$ cat src/rtl/uart_pkg.sv
// uart_pkg: shared FSM state type and counter width helpers for the UART.
package uart_pkg;

   typedef enum logic [2:0] {IDLE, START, DATA, PARITY, STOP} uart_state_t;

   function automatic int baud_cnt_w(input int clks_per_bit);
      return $clog2(clks_per_bit);
   endfunction

   function automatic int bit_cnt_w(input int data_bits);
      return $clog2(data_bits + 1);
   endfunction

endpackage

$ cat src/rtl/uart_rx_fifo.sv
// uart_rx_fifo: receive byte buffer; pointers carry a wrap bit to tell full from empty.
module uart_rx_fifo #(
   parameter int WIDTH = 8,
   parameter int DEPTH = 4
) (
   input  logic             clock,
   input  logic             reset,
   input  logic             push,
   input  logic             pop,
   input  logic [WIDTH-1:0] din,
   output logic [WIDTH-1:0] dout,
   output logic             full,
   output logic             empty
);

   localparam int AW = $clog2(DEPTH);

   logic [WIDTH-1:0] mem [DEPTH];
   logic [AW:0]      wr_ptr, rd_ptr;
   logic             do_push, do_pop;

   assign empty   = wr_ptr == rd_ptr;
   assign full    = wr_ptr == {~rd_ptr[AW], rd_ptr[AW-1:0]};
   assign do_pop  = pop && !empty;
   // a pop frees the slot in the same cycle, so a full FIFO still accepts
   assign do_push = push && (!full || do_pop);
   assign dout    = empty ? '0 : mem[rd_ptr[AW-1:0]];

   always_ff @(posedge clock)
      if (reset) begin
         wr_ptr <= '0;
         rd_ptr <= '0;
      end else begin
         wr_ptr <= do_push ? wr_ptr + 1'b1 : wr_ptr;
         rd_ptr <= do_pop ? rd_ptr + 1'b1 : rd_ptr;
      end

   always_ff @(posedge clock)
      if (do_push) mem[wr_ptr[AW-1:0]] <= din;

endmodule

$ cat src/rtl/uart_port.sv
// uart_port: UART transceiver with valid/ready byte ports and buffered RX path.
// Even parity bit in both directions when UART_PARITY_EN is defined.
module uart_port
   import uart_pkg::*;
#(
   parameter int DATA_BITS     = 8,
   parameter int CLKS_PER_BIT  = 16,
   parameter int RX_FIFO_DEPTH = 4
) (
   input  logic                 clock,
   input  logic                 reset,
   input  logic                 uart_rx_i,
   output logic                 uart_tx_o,
   input  logic [DATA_BITS-1:0] tx_data_i,
   input  logic                 tx_valid_i,
   output logic                 tx_ready_o,
   output logic [DATA_BITS-1:0] rx_data_o,
   output logic                 rx_valid_o,
   input  logic                 rx_ready_i,
   output logic                 rx_overrun_o,
   output logic                 rx_frame_err_o,
   output logic                 rx_parity_err_o
);

   localparam int BAUD_CNT_W = baud_cnt_w(CLKS_PER_BIT);
   localparam int BIT_CNT_W  = bit_cnt_w(DATA_BITS);
   localparam logic [BAUD_CNT_W-1:0] BAUD_LAST = BAUD_CNT_W'(CLKS_PER_BIT - 1);
   localparam logic [BAUD_CNT_W-1:0] BAUD_HALF = BAUD_CNT_W'(CLKS_PER_BIT / 2 - 1);
   localparam logic [BIT_CNT_W-1:0]  BIT_LAST  = BIT_CNT_W'(DATA_BITS - 1);

   uart_state_t            tx_state;
   logic [BAUD_CNT_W-1:0]  tx_cnt;
   logic [BIT_CNT_W-1:0]   tx_bit;
   logic [DATA_BITS-1:0]   tx_shift;
`ifdef UART_PARITY_EN
   logic                   tx_par;
`endif

   always_ff @(posedge clock)
      if (reset) begin
         tx_state   <= IDLE;
         tx_cnt     <= '0;
         tx_bit     <= '0;
         tx_shift   <= '0;
         uart_tx_o  <= 1'b1;
         tx_ready_o <= 1'b1;
`ifdef UART_PARITY_EN
         tx_par     <= 1'b0;
`endif
      end else begin
         tx_cnt <= (tx_state == IDLE || tx_cnt == BAUD_LAST) ? '0 : tx_cnt + 1'b1;
         unique case (tx_state)
            IDLE:
               if (tx_valid_i) begin
                  tx_shift   <= tx_data_i;
                  tx_bit     <= '0;
                  uart_tx_o  <= 1'b0;
                  tx_ready_o <= 1'b0;
                  tx_state   <= START;
`ifdef UART_PARITY_EN
                  tx_par     <= ^tx_data_i;
`endif
               end
            START:
               if (tx_cnt == BAUD_LAST) begin
                  uart_tx_o <= tx_shift[0];
                  tx_shift  <= tx_shift >> 1;
                  tx_state  <= DATA;
               end
            DATA:
               if (tx_cnt == BAUD_LAST) begin
                  tx_bit <= tx_bit + 1'b1;
                  if (tx_bit == BIT_LAST) begin
`ifdef UART_PARITY_EN
                     uart_tx_o <= tx_par;
                     tx_state  <= PARITY;
`else
                     uart_tx_o <= 1'b1;
                     tx_state  <= STOP;
`endif
                  end else begin
                     uart_tx_o <= tx_shift[0];
                     tx_shift  <= tx_shift >> 1;
                  end
               end
            PARITY:
               if (tx_cnt == BAUD_LAST) begin
                  uart_tx_o <= 1'b1;
                  tx_state  <= STOP;
               end
            STOP:
               if (tx_cnt == BAUD_LAST) begin
                  tx_ready_o <= 1'b1;
                  tx_state   <= IDLE;
               end
            default: tx_state <= IDLE;
         endcase
      end

   logic                   rx_s1, rx_s2;
   uart_state_t            rx_state;
   logic [BAUD_CNT_W-1:0]  rx_cnt;
   logic [BIT_CNT_W-1:0]   rx_bit;
   logic [DATA_BITS-1:0]   rx_shift;
   logic                   rx_stop_hit, fifo_push, fifo_full, fifo_empty;
`ifdef UART_PARITY_EN
   logic                   rx_par_bad;
`endif

   assign rx_stop_hit = rx_state == STOP && rx_cnt == BAUD_LAST;
`ifdef UART_PARITY_EN
   assign fifo_push = rx_stop_hit && rx_s2 && !rx_par_bad;
`else
   assign fifo_push = rx_stop_hit && rx_s2;
   assign rx_parity_err_o = 1'b0;
`endif

   always_ff @(posedge clock)
      if (reset) begin
         rx_s1          <= 1'b1;
         rx_s2          <= 1'b1;
         rx_state       <= IDLE;
         rx_cnt         <= '0;
         rx_bit         <= '0;
         rx_shift       <= '0;
         rx_frame_err_o <= 1'b0;
         rx_overrun_o   <= 1'b0;
`ifdef UART_PARITY_EN
         rx_par_bad      <= 1'b0;
         rx_parity_err_o <= 1'b0;
`endif
      end else begin
         rx_s1          <= uart_rx_i;
         rx_s2          <= rx_s1;
         rx_frame_err_o <= rx_stop_hit && !rx_s2;
         rx_overrun_o   <= fifo_push && fifo_full && !rx_ready_i;
`ifdef UART_PARITY_EN
         rx_parity_err_o <= rx_stop_hit && rx_par_bad;
`endif
         rx_cnt <= (rx_state == IDLE || rx_cnt == BAUD_LAST) ? '0 : rx_cnt + 1'b1;
         unique case (rx_state)
            IDLE:
               if (!rx_s2) rx_state <= START;
            // half a bit in: a line back high was only a glitch
            START:
               if (rx_cnt == BAUD_HALF) begin
                  rx_cnt   <= '0;
                  rx_bit   <= '0;
                  rx_state <= rx_s2 ? IDLE : DATA;
               end
            DATA:
               if (rx_cnt == BAUD_LAST) begin
                  rx_shift <= {rx_s2, rx_shift[DATA_BITS-1:1]};
                  rx_bit   <= rx_bit + 1'b1;
`ifdef UART_PARITY_EN
                  if (rx_bit == BIT_LAST) rx_state <= PARITY;
`else
                  if (rx_bit == BIT_LAST) rx_state <= STOP;
`endif
               end
            PARITY:
               if (rx_cnt == BAUD_LAST) begin
`ifdef UART_PARITY_EN
                  rx_par_bad <= rx_s2 ^ (^rx_shift);
`endif
                  rx_state   <= STOP;
               end
            STOP:
               if (rx_cnt == BAUD_LAST) rx_state <= IDLE;
            default: rx_state <= IDLE;
         endcase
      end

   uart_rx_fifo #(
      .WIDTH(DATA_BITS),
      .DEPTH(RX_FIFO_DEPTH)
   ) u_rx_fifo (
      .clock(clock),
      .reset(reset),
      .push (fifo_push),
      .pop  (rx_ready_i),
      .din  (rx_shift),
      .dout (rx_data_o),
      .full (fifo_full),
      .empty(fifo_empty)
   );

   assign rx_valid_o = !fifo_empty;

endmodule

$ cat config.mk
export PLATFORM = sky130hd
export DESIGN_NAME = uart_port
export DESIGN_NICKNAME = d
export VERILOG_FILES = /design/src/rtl/uart_pkg.sv /design/src/rtl/uart_rx_fifo.sv /design/src/rtl/uart_port.sv
export SDC_FILE = /design/constraint.sdc
export NUM_CORES = 1
export LEC_CHECK = 0
export ABC_AREA = 1
export BUFFER_PORTS_ARGS = -buffer_cell sky130_fd_sc_hd__buf_2
export CAP_MARGIN = 20
export CELL_PAD_IN_SITES_DETAIL_PLACEMENT = 0
export CELL_PAD_IN_SITES_GLOBAL_PLACEMENT = 2
export CORE_ASPECT_RATIO = 0.5
export CORE_UTILIZATION = 30
export CTS_CLUSTER_DIAMETER = 30
export CTS_CLUSTER_SIZE = 25
export DETAILED_ROUTE_END_ITERATION = 7
export HOLD_SLACK_MARGIN = 0.15
export PLACE_DENSITY_LB_ADDON = 0.1
export SYNTH_ARGS = -nofsm -noshare
export SYNTH_HDL_FRONTEND = slang
export SYNTH_SLANG_ARGS = --single-unit
$ cat constraint.sdc
create_clock -name clock -period 2.2 [get_ports clock]
set_clock_uncertainty 0.05 [all_clocks]
set_input_delay 0.11 -clock clock [delete_from_list [all_inputs] [get_ports clock]]
set_output_delay 0.11 -clock clock [all_outputs]
set_load 0.02 [all_outputs]
[Yosys cells after proc, flatten, opt, wreduce, memory -nomap -nowiden]
Memory sizes are Yosys's and may differ from the RTL's. A register that Yosys moved wholly into a read port is not among the register bits.
Cells that the tools add are included.
Word-level totals
  register bits after elaboration: 50
  bits in writable memories: 32
  input port bits: 13
  output and inout bits: 14
  logic and storage cells: 123
  memories kept: 1
Memory list
  u_rx_fifo.mem: words 4, width 8, read ports 1, clocked after Yosys merged registers in 1, wr ports 1, line uart_rx_fifo.sv:18  | logic [WIDTH-1:0] mem [DEPTH];
Operators by class
  add/subtract/negate cells: 6
  equality and inequality tests: 28
  muxes and demuxes: 41
  bitwise gates (word level): 1
  reduce and logical (&&, ||, !) cells: 30
Operator list (count)
  $mux 8: 5
  $mux 3: 12
  $pmux 3 s5: 2
  $mux 4: 7
  $ne 2x2->1 const B: 12
  $pmux 8 s3: 1
  $add 4x1->4 const B: 4
  $pmux 4 s2: 2
  $eq 3x2->1 const B: 4
  $eq 4x3->1 const B: 3
  $reduce_and 6->1: 2
  $reduce_and 5->1: 2
  $reduce_and 3->1: 3
  $eq 4x4->1 const B: 2
  $logic_and 1x1->1: 7
  $mux 1: 7
  $add 3x1->3 const B: 2
  $eq 3x1->1 const B: 2
  $eq 3x3->1: 2
  $eq 3x3->1 const B: 2
  $logic_not 3->1: 2
  $mux 2: 3
  $reduce_bool 2->1: 3
  $logic_not 1->1: 4
  9 further kinds: 11

[Depth between registers and ports, before layout]
  depth in word-level cells: 7
  gate-level depth with buffers: 9
  gate-level depth less buffers: 9

[Cells and area by module]
Synthesis repeated with hierarchy kept, for this count alone.
Second synthesis, totals
  cells, all modules: 468
  area, all modules: 3857.4 sq um
By module, submodules not included
  uart_port: instances 1, cells an instance 308, area an instance 2114.5 sq um, seq. area each 880.8 sq um
  uart_rx_fifo: instances 1, cells an instance 160, area an instance 1742.9 sq um, seq. area each 1121.1 sq um

[Least setup slack after synthesis]
OpenSTA, ideal clock, no wires.
  path type: flip-flop to flip-flop
  start: register rx_cnt[0]
  end: memory u_rx_fifo.mem[0][0] (enable)
  library setup time: 0.371 ns
  data arrival time: 1.502 ns
  required time: 1.779 ns
  path slack: 0.278 ns
  stages on the path, launching flop included: 8
  path buffers: 0
  period minus slack after synthesis: 1.922 ns
  path through: dfxtp_1 > ha_1 > nand3_1 > inv_1 > nand2_1 > nor2_1 > nand2_1 > nor2_1
Between the ends
  cells in the longest elaborated chain, start to end: 6
Ends and longest elaborated chain
  start: declaration: line uart_port.sv:102  | logic [BAUD_CNT_W-1:0] rx_cnt;
  start signal: assignment: line uart_port.sv:140  | rx_cnt <= (rx_state == IDLE || rx_cnt == BAUD_LAST) ? '0 : rx_cnt + 1'b1;
  $eq 4x4->1: line uart_port.sv:110  | assign rx_stop_hit = rx_state == STOP && rx_cnt == BAUD_LAST;
  $logic_and 1x1->1: line uart_port.sv:110
  $logic_and 1x1->1: line uart_port.sv:114  | assign fifo_push = rx_stop_hit && rx_s2;
  $logic_and 1x1->1: line uart_rx_fifo.sv:26  | assign do_push = push && (!full || do_pop);
  $mux 1: line uart_rx_fifo.sv:39  | if (do_push) mem[wr_ptr[AW-1:0]] <= din;
  $mux 1 (implied by the code): line uart_rx_fifo.sv:39
  end: declaration: line uart_rx_fifo.sv:18
No other way between the ends.

[Worst setup path in the final report]
  start: register rx_cnt[0]
  end: memory u_rx_fifo.mem[0][7] (enable)
The elaborated chain is that of the path after synthesis.

==> flow_summary.json <==
{
  "status": "completed",
  "syn-num-nets": 482,
  "tightest_slew_ns": 0.553,
  "place_ws_ns": 0.193,
  "yosysMostFrequentCell": "nor2_1",
  "synth_area_um2": 3780,
  "setup_viol": 0,
  "start_kind": "flip-flop",
  "fin_crit_ns": 1.96,
  "num_vias": 2919,
  "die_w_um": 161,
  "h-tree-depth": 3,
  "max_stage_delay_ns": 0.36,
  "leakagePower_uw": 0.00207,
  "drtPass1Iterations": 4,
  "place_congestion": 0.753,
  "holdWs_ns": 0.148,
  "reg2reg_slack_ns": 0.24,
  "fin_crit_sh_pct": 88.9,
  "setup_slack_ns": 0.243,
  "syn_to_final_growth_pct": 19.1,
  "comb_power_share_pct": 28.4,
  "irDropWorstVdd_mv": 0.395,
  "cts-buffers-inserted": 9,
  "critPathBufInv": 2,
  "p_sw_uw": 1660,
  "fillers": 1302,
  "grt_max_degree": 19,
  "io_pins": 27,
  "p_per_area_nw_per_um2": 1030,
  "rows": 28,
  "drive_gt1_share_pct": 12.6,
  "synth-edff-count": 32,
  "grt_use_met3_pct": 4.14,
  "cts-root-buf": "clkbuf_16",
  "critical_path_class": "reg -> reg",
  "async_flop_share_pct": 0,
  "grtUsageMet1_pct": 18.6,
  "synth_common_cells": "nor2_1, nand2_1, dfxtp_1",
  "maxSlewViolCount": 0,
  "final_util_pct": 37.4,
  "start_util_pct": 31.4,
  "die-area_um2": 13100,
  "crit_arrival_ns": 1.96,
  "fmax_mhz": 511,
  "clkTransAtPathRegs_ns": 0.07,
  "intPower_uw": 2990,
  "yosysSeqAreaShare_pct": 52.9,
  "critPathMostFrequentCell": "nor2_1",
  "endpoint_kind": "flip-flop",
  "grt_pass1_vias": 2705,
  "synth_cell_types": 33,
  "cp_top_family": "simple AND/OR/NAND/NOR gates",
  "insertion_delay_ns": 0.34,
  "num_antenna_cells": 0,
  "path_max_fanout": 8,
  "io_buffer_count": 25,
  "viasPerCell": 4.34,
  "die_h_um": 81.4,
  "slowest_stage": "dfxtp_1",
  "netlist_instances": 460,
  "yosys_warnings": 0,
  "p_sw_share_pct": 35.7,
  "grt_use_met2_pct": 22.3,
  "grt.overflow.total": 0,
  "holdCritPathClass": "in -> reg",
  "rsz0062_at_grt": "no",
  "synth-seq-cells": 84,
  "grt_use_total_pct": 14.0,
  "grt_pass1_wl_mm": 13.9,
  "dp.final_hpwl_mm": 5.98,
  "clock_path_buffers": 2,
  "ys.flop_type": "dfxtp_1",
  "ant_nets": 0,
  "drv_cap": 0,
  "fin_nets": 525,
  "cp_cell_sequence": "ha_1 > nand3_1 > inv_1 > nand2_1 > nor2_1 > nand2_2 > nor2_1 > buf_4",
  "worstPathRequired_ns": 2.21,
  "avgSynthCellArea_um2": 8.22,
  "drc": 0,
  "netlist_top_cells_area": "dfxtp_1, edfxtp_1, nor2_1",
  "cts_tree": "yes",
  "seqPwrFrac_pct": 40.4,
  "synth_area_leader_cell": "dfxtp_1",
  "core-area_um2": 12100,
  "cts_sinks": 84,
  "grt_most_used_layer": "met2",
  "p_clk_share_pct": 31.2,
  "slew_headroom_pct": 63.1,
  "setup_tns_ns": 0,
  "drt-initial-drc-count": 104,
  "antenna_found_initial": 0,
  "wire_per_inst_um": 12.7,
  "synth_top_area_share_pct": 27.5,
  "hold_violations": 0,
  "drt-total-wl_mm": 8.51
}
-- area by class of cell --
type                    instances  area [um2]  share of cell area [%]
flip-flops and latches         84        2000                    44.4
clock buffers                   9         225                    5.00
repair buffers                 44         293                    6.50
multi-input cells             314        1530                    34.0
clock inverters                 7        58.8                    1.31
inverters                      50         188                    4.17
well taps                     165         206                    4.58
-- power groups by stage --
stage	Sequential (uW)	Combinational (uW)	Clock (uW)
after floorplan	1910	1060	0
after global placement	1920	1350	0
after detailed placement	1910	1320	0
after CTS	1880	1340	1500
after global routing	1900	1540	1580
final	1880	1320	1450
-- placed cells by master, fill, tap and decap left out, types with 2 or more instances in the layout --
| master | netlist | routed |
|---|---|---|
| ha_1 | 9 | 9 |
| nand2_4 | 2 | 2 |
| nor3_1 | 3 | 3 |
| or2_2 | 2 | 2 |
| nor2_2 | 2 | 2 |
| inv_6 | 0 | 2 |
| nor3b_1 | 2 | 2 |
| clkinv_4 | 0 | 2 |
| nand3_4 | 2 | 2 |
| edfxtp_1 | 32 | 32 |
| nand2_1 | 91 | 90 |
| nand4_1 | 3 | 3 |
| nor4_1 | 2 | 2 |
| nor2_1 | 103 | 103 |
| dfxtp_1 | 52 | 52 |
| dlygate4sd3_1 | 0 | 10 |
| buf_4 | 1 | 9 |
| o32ai_1 | 8 | 8 |
| a21oi_1 | 16 | 16 |
| buf_2 | 3 | 25 |
| xnor2_1 | 2 | 2 |
| inv_1 | 48 | 48 |
| o21ai_0 | 20 | 20 |
| clkbuf_16 | 0 | 9 |
| nand2_2 | 3 | 4 |
| nand3_1 | 33 | 33 |
| xor2_1 | 6 | 6 |
-- flip-flops by register name, summed over array words and instances (netlist names), 3 cells and up, named ones only --
name and flops:
u_rx_fifo.mem 32, rx_shift 8, tx_shift 8, rx_bit 4, rx_cnt 4, tx_bit 4, tx_cnt 4, rx_state 3
tx_state 3, u_rx_fifo.rd_ptr 3, u_rx_fifo.wr_ptr 3
-- worst min-delay path: stages --
cell	delay, ns
buf_2	0.09
buf_4	0.24
a21oi_1	0.06
-- cells by family after synthesis --
kind of cell	synth area share (%)
simple gates	28.1
other cells	0.0991
compound gates	7.38
fa+ha+maj	2.98
flops	52.9
buf+inv	6.65
xor+xnor	1.85
-- final timing paths --
path / start / to / cells past startpoint
max: rx_cnt[0] / u_rx_fifo.mem[0][7] / 8
min: reset / tx_shift[7] / 3
max reg2reg: rx_cnt[0] / u_rx_fifo.mem[0][7] / 8
min reg2reg: rx_s1 / rx_s2 / 1
-- layer usage --
layer / routed length (um) / vias to the layer above
met4: 85 / 0
li1: - / 1580
met1: 4410 / 1295
met3: 259 / 8
met2: 3760 / 36
met5: 0 / -
-- through the flow --
stage	std cells	power (uW)	cell area, um2
6_report	673	4640	4500
5_1_grt	673	5020	4500
4_1_cts	673	4720	4500
3_5_place_dp	647	3230	4120
3_3_place_gp	647	3260	4120
2_1_floorplan	460	2970	3780
-- timing repair --
action                                  CTS  global route
hold endpoints to repair                 14             0
endpoints found under the setup margin    0            32
gates resized for setup                   0             1
hold buffers                             10             0
setup buffers                             0             0
Power figures use the tool's default switching activity.
